==> config.mk <==
export PLATFORM = sky130hd
export DESIGN_NAME = sprite_line_fetcher
export DESIGN_NICKNAME = d
export VERILOG_FILES = /design/src/rtl/sprite_line_fetcher_pkg.sv /design/src/rtl/sprite_line_fetcher_pixel_writer.sv /design/src/rtl/sprite_line_fetcher.sv
export SDC_FILE = /design/constraint.sdc
export NUM_CORES = 1
export LEC_CHECK = 0
export CORE_MARGIN = 3
export CORE_UTILIZATION = 48
export DETAILED_ROUTE_END_ITERATION = 10
export PLACE_DENSITY = 0.81
export SYNTH_ARGS = -nofsm -noshare
export SYNTH_HDL_FRONTEND = slang
export SYNTH_SLANG_ARGS = --single-unit
==> constraint.sdc <==
create_clock -name clk -period 3.5 [get_ports clk]
set_input_delay 0.7 -clock clk [delete_from_list [all_inputs] [get_ports clk]]
set_output_delay 0.7 -clock clk [all_outputs]
set_load 0.005 [all_outputs]
==> src/rtl/sprite_line_fetcher_pkg.sv <==
// Shared video definitions for the sprite line fetcher.
// Holds the sprite attribute word layout, sprite geometry constants,
// the transparent pixel code and the fetch FSM state encoding, plus
// small accessors that pull individual fields out of an attribute word.
package sprite_line_fetcher_pkg;

    // Attribute word: {en[21], idx[20:17], y[16:9], x[8:0]}
    localparam int ATTR_W       = 22;
    localparam int ATTR_EN_BIT  = 21;
    localparam int ATTR_IDX_LSB = 17;
    localparam int ATTR_IDX_W   = 4;
    localparam int ATTR_Y_LSB   = 9;
    localparam int ATTR_Y_W     = 8;
    localparam int ATTR_X_LSB   = 0;
    localparam int ATTR_X_W     = 9;

    // Sprite geometry
    localparam int SPR_W = 16;
    localparam int SPR_H = 16;
    localparam int COL_W = 4;
    localparam int ROW_W = 4;
    localparam int PIX_W = 4;

    localparam logic [PIX_W-1:0] PIX_TRANSPARENT = 4'd0;

    typedef enum logic [2:0] {
        ST_IDLE,
        ST_ATTR,
        ST_CHECK,
        ST_FETCH,
        ST_DRAIN
    } state_e;

    function automatic logic attr_en(input logic [ATTR_W-1:0] a);
        return a[ATTR_EN_BIT];
    endfunction

    function automatic logic [ATTR_IDX_W-1:0] attr_idx(input logic [ATTR_W-1:0] a);
        return a[ATTR_IDX_LSB +: ATTR_IDX_W];
    endfunction

    function automatic logic [ATTR_Y_W-1:0] attr_y(input logic [ATTR_W-1:0] a);
        return a[ATTR_Y_LSB +: ATTR_Y_W];
    endfunction

    function automatic logic [ATTR_X_W-1:0] attr_x(input logic [ATTR_W-1:0] a);
        return a[ATTR_X_LSB +: ATTR_X_W];
    endfunction

endpackage

==> src/rtl/sprite_line_fetcher_pixel_writer.sv <==
// sprite_pixel_writer: write stage of the sprite line fetcher.
// Delays the fetch strobe and column by one cycle so they line up with
// the pixel returned by sprite memory, forms the screen x position and
// masks transparent and off-line pixels.
// Ports:
//   clk, reset   - clock, asynchronous active-high reset
//   issue_i      - sprite memory read issued this cycle
//   squash_i     - drop the write that would follow this cycle's read
//   col_i        - column of the read issued this cycle
//   x_i          - sprite left edge (held stable through fetch/drain)
//   pix_i        - pixel returned by sprite memory (one cycle after issue)
//   lb_wen_o/lb_waddr_o/lb_wdata_o - line buffer write port
module sprite_pixel_writer
    import sprite_line_fetcher_pkg::*;
#(
    parameter int LINE_WIDTH = 320
) (
    input  logic                clk,
    input  logic                reset,
    input  logic                issue_i,
    input  logic                squash_i,
    input  logic [COL_W-1:0]    col_i,
    input  logic [ATTR_X_W-1:0] x_i,
    input  logic [PIX_W-1:0]    pix_i,
    output logic                lb_wen_o,
    output logic [ATTR_X_W-1:0] lb_waddr_o,
    output logic [PIX_W-1:0]    lb_wdata_o
);

    logic             vld_q, vld_d;
    logic [COL_W-1:0] col_q, col_d;
    logic [9:0]       px;
    logic             opaque;
    logic             in_bounds;
    logic             wen;

    always_comb begin
        vld_d = issue_i & ~squash_i;
        col_d = col_i;
    end

    always_ff @(posedge clk or posedge reset) begin
        if (reset) begin
            vld_q <= 1'b0;
            col_q <= '0;
        end else begin
            vld_q <= vld_d;
            col_q <= col_d;
        end
    end

    // Ten-bit sum so a sprite hanging off the right edge never wraps
    // back onto the left side of the line.
    always_comb begin
        px        = {1'b0, x_i} + {6'd0, col_q};
        in_bounds = (px < 10'(LINE_WIDTH));
        opaque    = (pix_i != PIX_TRANSPARENT);
        wen       = vld_q & opaque & in_bounds;
    end

    // Address/data are held at zero whenever no write is presented.
    assign lb_wen_o   = wen;
    assign lb_waddr_o = wen ? px[ATTR_X_W-1:0] : '0;
    assign lb_wdata_o = wen ? pix_i : '0;

endmodule

==> src/rtl/sprite_line_fetcher.sv <==
// sprite_line_fetcher: per-scanline sprite fetch engine.
// On line_start it walks sprite slots from NUM_SPRITES-1 down to 0, reads
// each attribute, and for every sprite covering line_y fetches its 16-pixel
// row and writes the opaque, on-line pixels into the line buffer. Lower
// slots are written last and therefore win on overlap.
// Ports:
//   clk, reset            - clock, asynchronous active-high reset
//   line_start, line_y    - start/restart a pass for scanline line_y
//   busy, done            - pass in progress / one-cycle completion pulse
//   attr_ren/raddr/rdata  - sprite attribute table read port (1-cycle latency)
//   spr_ren/raddr/rdata   - sprite pixel memory read port (1-cycle latency)
//   lb_wen/waddr/wdata    - line buffer write port
module sprite_line_fetcher
    import sprite_line_fetcher_pkg::*;
#(
    parameter int NUM_SPRITES = 8,
    parameter int LINE_WIDTH  = 320
) (
    input  logic                           clk,
    input  logic                           reset,
    input  logic                           line_start,
    input  logic [7:0]                     line_y,
    output logic                           busy,
    output logic                           done,
    output logic                           attr_ren,
    output logic [$clog2(NUM_SPRITES)-1:0] attr_raddr,
    input  logic [21:0]                    attr_rdata,
    output logic                           spr_ren,
    output logic [11:0]                    spr_raddr,
    input  logic [3:0]                     spr_rdata,
    output logic                           lb_wen,
    output logic [8:0]                     lb_waddr,
    output logic [3:0]                     lb_wdata
);

    localparam int SLOT_W = $clog2(NUM_SPRITES);
    localparam logic [SLOT_W-1:0] LAST_SLOT = SLOT_W'(NUM_SPRITES - 1);

    state_e                state_q, state_d;
    logic [SLOT_W-1:0]     slot_q, slot_d;
    logic [7:0]            ly_q, ly_d;
    logic [ATTR_IDX_W-1:0] idx_q, idx_d;
    logic [ROW_W-1:0]      row_q, row_d;
    logic [ATTR_X_W-1:0]   x_q, x_d;
    logic [COL_W-1:0]      col_q, col_d;
    logic                  done_q, done_d;

    logic [7:0]            attr_row;
    logic                  attr_hit;
    logic                  last_slot;

    always_ff @(posedge clk or posedge reset) begin
        if (reset) begin
            state_q <= ST_IDLE;
            slot_q  <= '0;
            ly_q    <= '0;
            idx_q   <= '0;
            row_q   <= '0;
            x_q     <= '0;
            col_q   <= '0;
            done_q  <= 1'b0;
        end else begin
            state_q <= state_d;
            slot_q  <= slot_d;
            ly_q    <= ly_d;
            idx_q   <= idx_d;
            row_q   <= row_d;
            x_q     <= x_d;
            col_q   <= col_d;
            done_q  <= done_d;
        end
    end

    always_comb begin
        state_d = state_q;
        slot_d  = slot_q;
        ly_d    = ly_q;
        idx_d   = idx_q;
        row_d   = row_q;
        x_d     = x_q;
        col_d   = col_q;
        done_d  = 1'b0;

        // Modulo-256 difference: a sprite starting near the bottom of the
        // frame wraps onto the top lines.
        attr_row  = ly_q - attr_y(attr_rdata);
        attr_hit  = attr_en(attr_rdata) && (attr_row < 8'(SPR_H));
        last_slot = (slot_q == '0);

        if (line_start) begin
            // Start or abort-and-restart; an aborted pass never signals done.
            state_d = ST_ATTR;
            ly_d    = line_y;
            slot_d  = LAST_SLOT;
        end else begin
            case (state_q)
                ST_IDLE: begin
                end
                ST_ATTR: begin
                    state_d = ST_CHECK;
                end
                ST_CHECK: begin
                    if (attr_hit) begin
                        idx_d   = attr_idx(attr_rdata);
                        row_d   = attr_row[ROW_W-1:0];
                        x_d     = attr_x(attr_rdata);
                        col_d   = '0;
                        state_d = ST_FETCH;
                    end else if (last_slot) begin
                        state_d = ST_IDLE;
                        done_d  = 1'b1;
                    end else begin
                        slot_d  = slot_q - 1'b1;
                        state_d = ST_ATTR;
                    end
                end
                ST_FETCH: begin
                    col_d = col_q + 1'b1;
                    if (col_q == COL_W'(SPR_W - 1)) begin
                        state_d = ST_DRAIN;
                    end
                end
                ST_DRAIN: begin
                    if (last_slot) begin
                        state_d = ST_IDLE;
                        done_d  = 1'b1;
                    end else begin
                        slot_d  = slot_q - 1'b1;
                        state_d = ST_ATTR;
                    end
                end
                default: begin
                    state_d = ST_IDLE;
                end
            endcase
        end
    end

    assign busy       = (state_q != ST_IDLE);
    assign done       = done_q;
    assign attr_ren   = (state_q == ST_ATTR);
    assign attr_raddr = slot_q;
    assign spr_ren    = (state_q == ST_FETCH);
    assign spr_raddr  = {idx_q, row_q, col_q};

    sprite_pixel_writer #(
        .LINE_WIDTH (LINE_WIDTH)
    ) u_writer (
        .clk        (clk),
        .reset      (reset),
        .issue_i    (spr_ren),
        .squash_i   (line_start),
        .col_i      (col_q),
        .x_i        (x_q),
        .pix_i      (spr_rdata),
        .lb_wen_o   (lb_wen),
        .lb_waddr_o (lb_waddr),
        .lb_wdata_o (lb_wdata)
    );

endmodule

==> results.txt, run 1 <==
Max stage delay on crit path: 0.50 ns
DR vias/cell: 5.48
I/O Buffers: 69
launch point of the worst reg-to-reg path: ly_q[0]
Slew headroom: 0.600
Synth Area per Inst: 9.72 µm²
H-Tree Level Count: 2
reported net switching power: 504 µW
average wire per cell in the routed design: 14.3 µm
critical-path maximum fanout: 6
final hold vios: 0
sum of buffers and inverters on the critical path: 3
final std cells w/o fill: 404
Core Region: 4880 µm²
global-route wire length before repair: 9820 µm
Critical Path RT: 2.80 ns
Starting DRT DRC Count: 73
Worst VDD drop: 0.241 mV
CP top delay family: buffers and inverters
DIE WIDTH: 78.3 µm
Pre-Repair DR Iteration Count: 4
vias in the first global route: 2143
setup slack, reg-to-reg: 0.91 ns
Highest Clock Rate: 296 MHz
switching power share of the total: 0.317
final estimated routing congestion in global placement: 0.908
final number of setup-violating endpoints: 0
commonest register cell after synthesis: dfrtp_1
number of nets in the finished design: 389
pin count of the biggest net entering global routing: 21
Post-Syn Instances: 258
total grt overflow: 0
post-layout power: 1.59 mW
Layout Area Growth over Synthesis: 39.8%
combinational share of power: 0.344
I/O Pins: 70
count of antenna diodes in the layout: 0
Placed Instances: 395
final-layout fill cell count: 373
number of violations of the max-capacitance limit: 0
R2R Path End: x_q[8]
Warnings, synthesis: 0
Min Clock Period, post-route: 3.38 ns
Routed Antenna Nets: 0
DRC violation count after routing: 0
clock skew after layout: 0.00709 ns
clock transition at the register clock pins on the worst setup and hold paths after CTS: 0.08 ns
post-synth cell types: 47
vias after detailed routing: 2215
routed wire length: 5770 µm
internal cell power: 1.08 mW
row count: 25
share of total power in the clock network: 0.249
result of the run: finished, final reports clean
most common cell after layout, fill and taps aside: clkdlybuf4s50_1
total leakage power: 1.64 nW
slowest library cell on the worst path: clkdlybuf4s50_1
Die ar.: 6130 µm²
clock network latency to the later pin of the worst-skew pair: 0.29 ns
HPWL after detailed placement: 4260 µm
power density over cell area: 453 nW/µm²
total clock buffers created by CTS: 5
number of slew-limit violations in the final report: 0
clk root buf: clkbuf_8
overall global routing resource usage: 0.200
ratio of final minimum period to clock period: 0.965
proportion of synthesized flip-flops having asynchronous set or reset: 1.00
cell count of the worst hold path: 1
cell-by-cell trace of the critical path: ha_2 -> inv_1 -> fa_2 -> nor2b_4 -> o21ai_4 -> a21oi_2 -> and3_4 -> o21ai_1 -> inv_2 -> and2_1 -> clkdlybuf4s50_1
nature of the critical path startpoint: flop
type of the tightest min-delay check: flop to flop
fraction of the yosys area taken by sequential cells: 0.409
category of the worst setup path capture point: output port
chip height: 78.3 µm
sinks on the clock net: 41
post-synth design cell area: 2510 µm²
setup TNS: 0 ns
Hold EP: ly_q[5]
part of the power in registers: 0.407
TritonCTS clock tree: built
hold_sp: ly_q[5]
nets in the synthesized netlist: 311
initial cell density of the core: 0.514
Post-Place Worst Slack: 0.0960 ns
worst path arrival time: 2.68 ns
Min Hold Slack: 0.513 ns
fraction of layout cells with a size suffix above 1: 0.157
EDFF count, synth: 0
number of buffers on the longest clock path: 2
FF-to-FF path depth: 10
CP Class: flop to output port
initial antenna violation count: 0
highest-count cells in the layout ignoring fill and taps: clkdlybuf4s50_1 (63), dfrtp_1 (41), nor2_1 (26)
worst setup margin: 0.124 ns
flip-flop and latch count after synthesis: 41
Tightest Pin Transition: 0.593 ns
[routing by layer]
| metal | part of all wire | vias to the layer above | track usage | routed length, µm |
|---|---|---|---|---|
| li1 | - | 1070 | - | - |
| met1 | 0.44 | 1045 | 0.257 | 2570 |
| met2 | 0.47 | 90 | 0.333 | 2690 |
| met3 | 0.073 | 10 | 0.0516 | 424 |
| met4 | 0.016 | 0 | 0.0577 | 90 |
| met5 | 0 | - | 0 | 0 |
[sequential cells by signal (all words and copies together), names as in the netlist]
name and cells:
x_q 9, ly_q 8, col_q 4, idx_q 4, row_q 4, u_writer.col_q 4, attr_raddr 3, state_q 3
done 1, u_writer.vld_q 1
[metrics by stage]
step | utilization | instance area (µm²)
floorplan | - | 2510
global placement | 0.680 | 3320
detailed placement | 0.680 | 3320
CTS | 0.708 | 3450
global route | 0.718 | 3510
finish | 0.718 | 3510
[worst max-delay path by stage]
stage                      start     endpoint  slack, ns  depth (start not counted)
3_5_place_dp        spr_rdata[0]  lb_wdata[2]        0.1                          7
3_3_place_gp        spr_rdata[0]  lb_waddr[0]       0.13                          7
6_report       u_writer.col_q[0]  lb_waddr[0]       0.12                         11
2_1_floorplan             x_q[0]  lb_waddr[0]       0.43                         10
5_1_grt                   x_q[0]  lb_wdata[3]     -0.007                         11
4_1_cts        u_writer.col_q[0]  lb_waddr[2]     0.0002                         11
[repair_timing]
action | 4_1_cts | 5_1_grt
buffers inserted | 1 | 0
endpoints found under the setup margin | 11 | 10
hold buffers | 0 | 0
gates resized for setup | 5 | 17
pin swaps | 2 | 2
[kinds of logic after synthesis]
| kind of cell | share of synthesized area |
|---|---|
| AO/OA/AOI/OAI | 0.136 |
| adder cells (fa/ha/maj) | 0.0858 |
| XOR/XNOR | 0.0279 |
| flip-flops | 0.409 |
| buffers and inverters | 0.0419 |
| multiplexers | 0.116 |
| AND/OR/NAND/NOR | 0.183 |
[area by class of cell]
class / instances / area (µm²) / area share
clock buffers: 6 / 82.6 / 0.0236
clock inverters: 2 / 37.5 / 0.0107
inverters: 20 / 75.1 / 0.0214
multi-input cells: 191 / 1420 / 0.406
flip-flops and latches: 41 / 1030 / 0.293
well taps: 67 / 83.8 / 0.0239
repair buffers: 77 / 778 / 0.222
[power groups by stage]
stage	logic [mW]	clock network [mW]	registers, mW
final	0.546	0.396	0.646
after global routing	0.611	0.425	0.661
after CTS	0.533	0.404	0.643
after detailed placement	0.516	0	0.651
after global placement	0.505	0	0.648
after floorplan	0.315	0	0.621
[cells in the mapped netlist (all sizes together), types with 3 or more instances]
master | count | area (µm²)
mux2 | 21 | 236
nor3 | 8 | 51.3
nand2 | 14 | 52.6
nor2 | 26 | 97.6
ha | 14 | 175
a31oi | 4 | 25.0
and3 | 4 | 25.0
o21ai | 15 | 75.1
dfrtp | 41 | 1030
or3 | 3 | 18.8
a21oi | 11 | 55.1
nor2b | 5 | 31.3
a311oi | 3 | 26.3
nor4 | 3 | 18.8
clkbuf | 4 | 15.0
inv | 20 | 75.1
o21a | 3 | 22.5
xnor2 | 5 | 43.8
xor2 | 3 | 26.3
and2 | 6 | 37.5
mux2i | 5 | 53.8
nand2b | 9 | 56.3
No activity file was read; power rests on OpenSTA's default activity.
==> run 2: changes to the inputs <==
- SETUP_SLACK_MARGIN: unset -> 0.02
==> run 2 against run 1 <==
Core utilization fell by 0.077 points. Worst setup slack got worse by 0.022 ns. First-iteration DRC count up 40%. Critical path depth fell by 2. Largest cell class unchanged. Largest power group unchanged. Highest routed layer unchanged.
==> results.txt, run 2 (synthesis results as in run 1) <==
result of the run: finished, final reports clean
Die ar.: 6130 µm²
final number of setup-violating endpoints: 0
DR vias/cell: 5.53
DRC violation count after routing: 0
sum of buffers and inverters on the critical path: 2
number of hold-repair buffers added at the cts stage: 0
vias in the first global route: 2143
Worst VDD drop: 0.240 mV
H-Tree Level Count: 2
Pre-Repair DR Iteration Count: 4
power density over cell area: 454 nW/µm²
routed wire length: 5740 µm
pin count of the biggest net entering global routing: 21
top metal layer carrying routed signals: met4
CP top delay family: compound AO/OA/AOI/OAI gates
CP Class: flop to output port
type of the tightest min-delay check: flop to flop
Min Clock Period, post-route: 3.40 ns
worst path arrival time: 2.70 ns
Met2 Wirelength: 2670 µm
chip height: 78.3 µm
area of placed instances: 3320 µm²
register containing the most flip-flops in the final layout: x_q
sinks on the clock net: 41
clk root buf: clkbuf_8
initial antenna violation count: 0
max FFs per register: 9
number of violations of the max-capacitance limit: 0
average wire per cell in the routed design: 14.2 µm
I/O Pins: 70
Critical Path RT: 2.80 ns
TritonCTS clock tree: built
Starting DRT DRC Count: 102
initial cell density of the core: 0.514
largest registers: x_q: 9 flops, ly_q: 8 flops
HPWL after detailed placement: 4260 µm
highest-count cells in the layout ignoring fill and taps: clkdlybuf4s50_1 (66), dfrtp_1 (41), nor2_1 (26)
clock skew after layout: 0.00690 ns
I/O Buffers: 69
count of antenna diodes in the layout: 0
setup TNS: 0 ns
number of slew-limit violations in the final report: 0
Highest Clock Rate: 294 MHz
vias after detailed routing: 2240
DR WL met3: 428 µm
overall global routing resource usage: 0.200
total grt overflow: 0
cell-by-cell trace of the critical path: ha_1 -> a21o_1 -> a21oi_2 -> o21a_1 -> and3_4 -> o21ai_1 -> buf_4 -> nor2_1 -> clkdlybuf4s50_1
met1 layer wirelength in the final routing: 2530 µm
nature of the critical path startpoint: flop
Core Region: 4880 µm²
finished layout cell area: 3500 µm²
clock network latency to the later pin of the worst-skew pair: 0.30 ns
category of the worst setup path capture point: output port
Min Hold Slack: 0.513 ns
DIE WIDTH: 78.3 µm
number of buffers on the longest clock path: 2
RSZ-0062 raised after global routing: yes
total clock buffers created by CTS: 5
final estimated routing congestion in global placement: 0.908
ratio of final minimum period to clock period: 0.971
final hold vios: 0
worst setup margin: 0.102 ns
most common cell after layout, fill and taps aside: clkdlybuf4s50_1
Tightest Pin Transition: 0.600 ns
Post-Place Worst Slack: 0.0960 ns
clock transition at the register clock pins on the worst setup and hold paths after CTS: 0.08 ns
global-route wire length before repair: 9820 µm
critical-path maximum fanout: 4
total leakage power: 1.58 nW
hold_sp: ly_q[5]
number of nets in the finished design: 390
Routed Antenna Nets: 0
Layout Area Growth over Synthesis: 39.7%
row count: 25
share of the core filled with cells: 0.718
slowest library cell on the worst path: clkdlybuf4s50_1
fraction of layout cells with a size suffix above 1: 0.160
launch point of the worst reg-to-reg path: ly_q[0]
CP startpoint: u_writer.col_q[1]
Max stage delay on crit path: 0.51 ns
Slew headroom: 0.595
-- run 2: cell types whose count changed in the layout (fill, tap and decap cells not counted), sizes merged --
| cell | delta |
|---|---|
| clkdlybuf4s50 | +3 |
| buf | +1 |
| dlymetal6s2s | -4 |
| dlygate4sd2 | +1 |
-- run 2: final cells by class --
type                    instances  area (µm²)
multi-input cells             191        1420
fillers                       374        1380
flip-flops and latches         41        1030
repair buffers                 78         774
well taps                      67        83.8
clock buffers                   6        82.6
inverters                      20        75.1
clock inverters                 2        37.5
-- run 2: worst paths after layout --
| check | end | slack, ns | cells past startpoint |
|---|---|---|---|
| max | lb_waddr[4] | 0.10 | 9 |
| max reg2reg | x_q[8] | 0.91 | 10 |
| max in group asynchronous | u_writer.col_q[1] | 2.13 | 3 |
| min reg2reg | ly_q[5] | 0.51 | 1 |
| min in group asynchronous | row_q[0] | 0.75 | 2 |
| min | ly_q[5] | 0.51 | 1 |
-- run 2: per-stage QoR --
| stage | instances | total power [mW] |
|---|---|---|
| finish | 405 | 1.59 |
| CTS | 404 | 1.58 |
| floorplan | 258 | 0.936 |
| global placement | 395 | 1.15 |
| detailed placement | 395 | 1.17 |
| global route | 405 | 1.70 |
-- run 2: metal layers --
layer | global-route usage | vias to the layer above
met5 | 0 | -
met4 | 0.0577 | 0
met3 | 0.0516 | 12
met2 | 0.333 | 94
met1 | 0.257 | 1059
li1 | - | 1075
-- run 2: worst reg2reg max path: stages (launching register included) --
cell and delay, ns:
dfrtp_1 0.37, inv_1 0.08, ha_1 0.18, fa_1 0.22, nor2b_1 0.06, o21a_1 0.19, or4_1 0.46, o211a_2 0.19
nor3_4 0.21, buf_12 0.18, mux2_2 0.35
-- run 2: what timing repair did --
item | in CTS | in global routing
buffers inserted | 1 | 1
endpoints found under the setup margin | 12 | 10
resized for setup | 6 | 13
pin swaps | 2 | 1
-- run 2: report_power, final --
part	switching [mW]	internal, mW	leakage [nW]
Combinational	0.245	0.304	1.03
Clock	0.164	0.232	0.0574
Sequential	0.0939	0.550	0.496
Total	0.503	1.09	1.58
==> run 3: changes to the inputs <==
- SLEW_MARGIN: unset -> 20
==> results of run 3 <==
The final DEF is identical to that of run 2; final timing and power are the same.
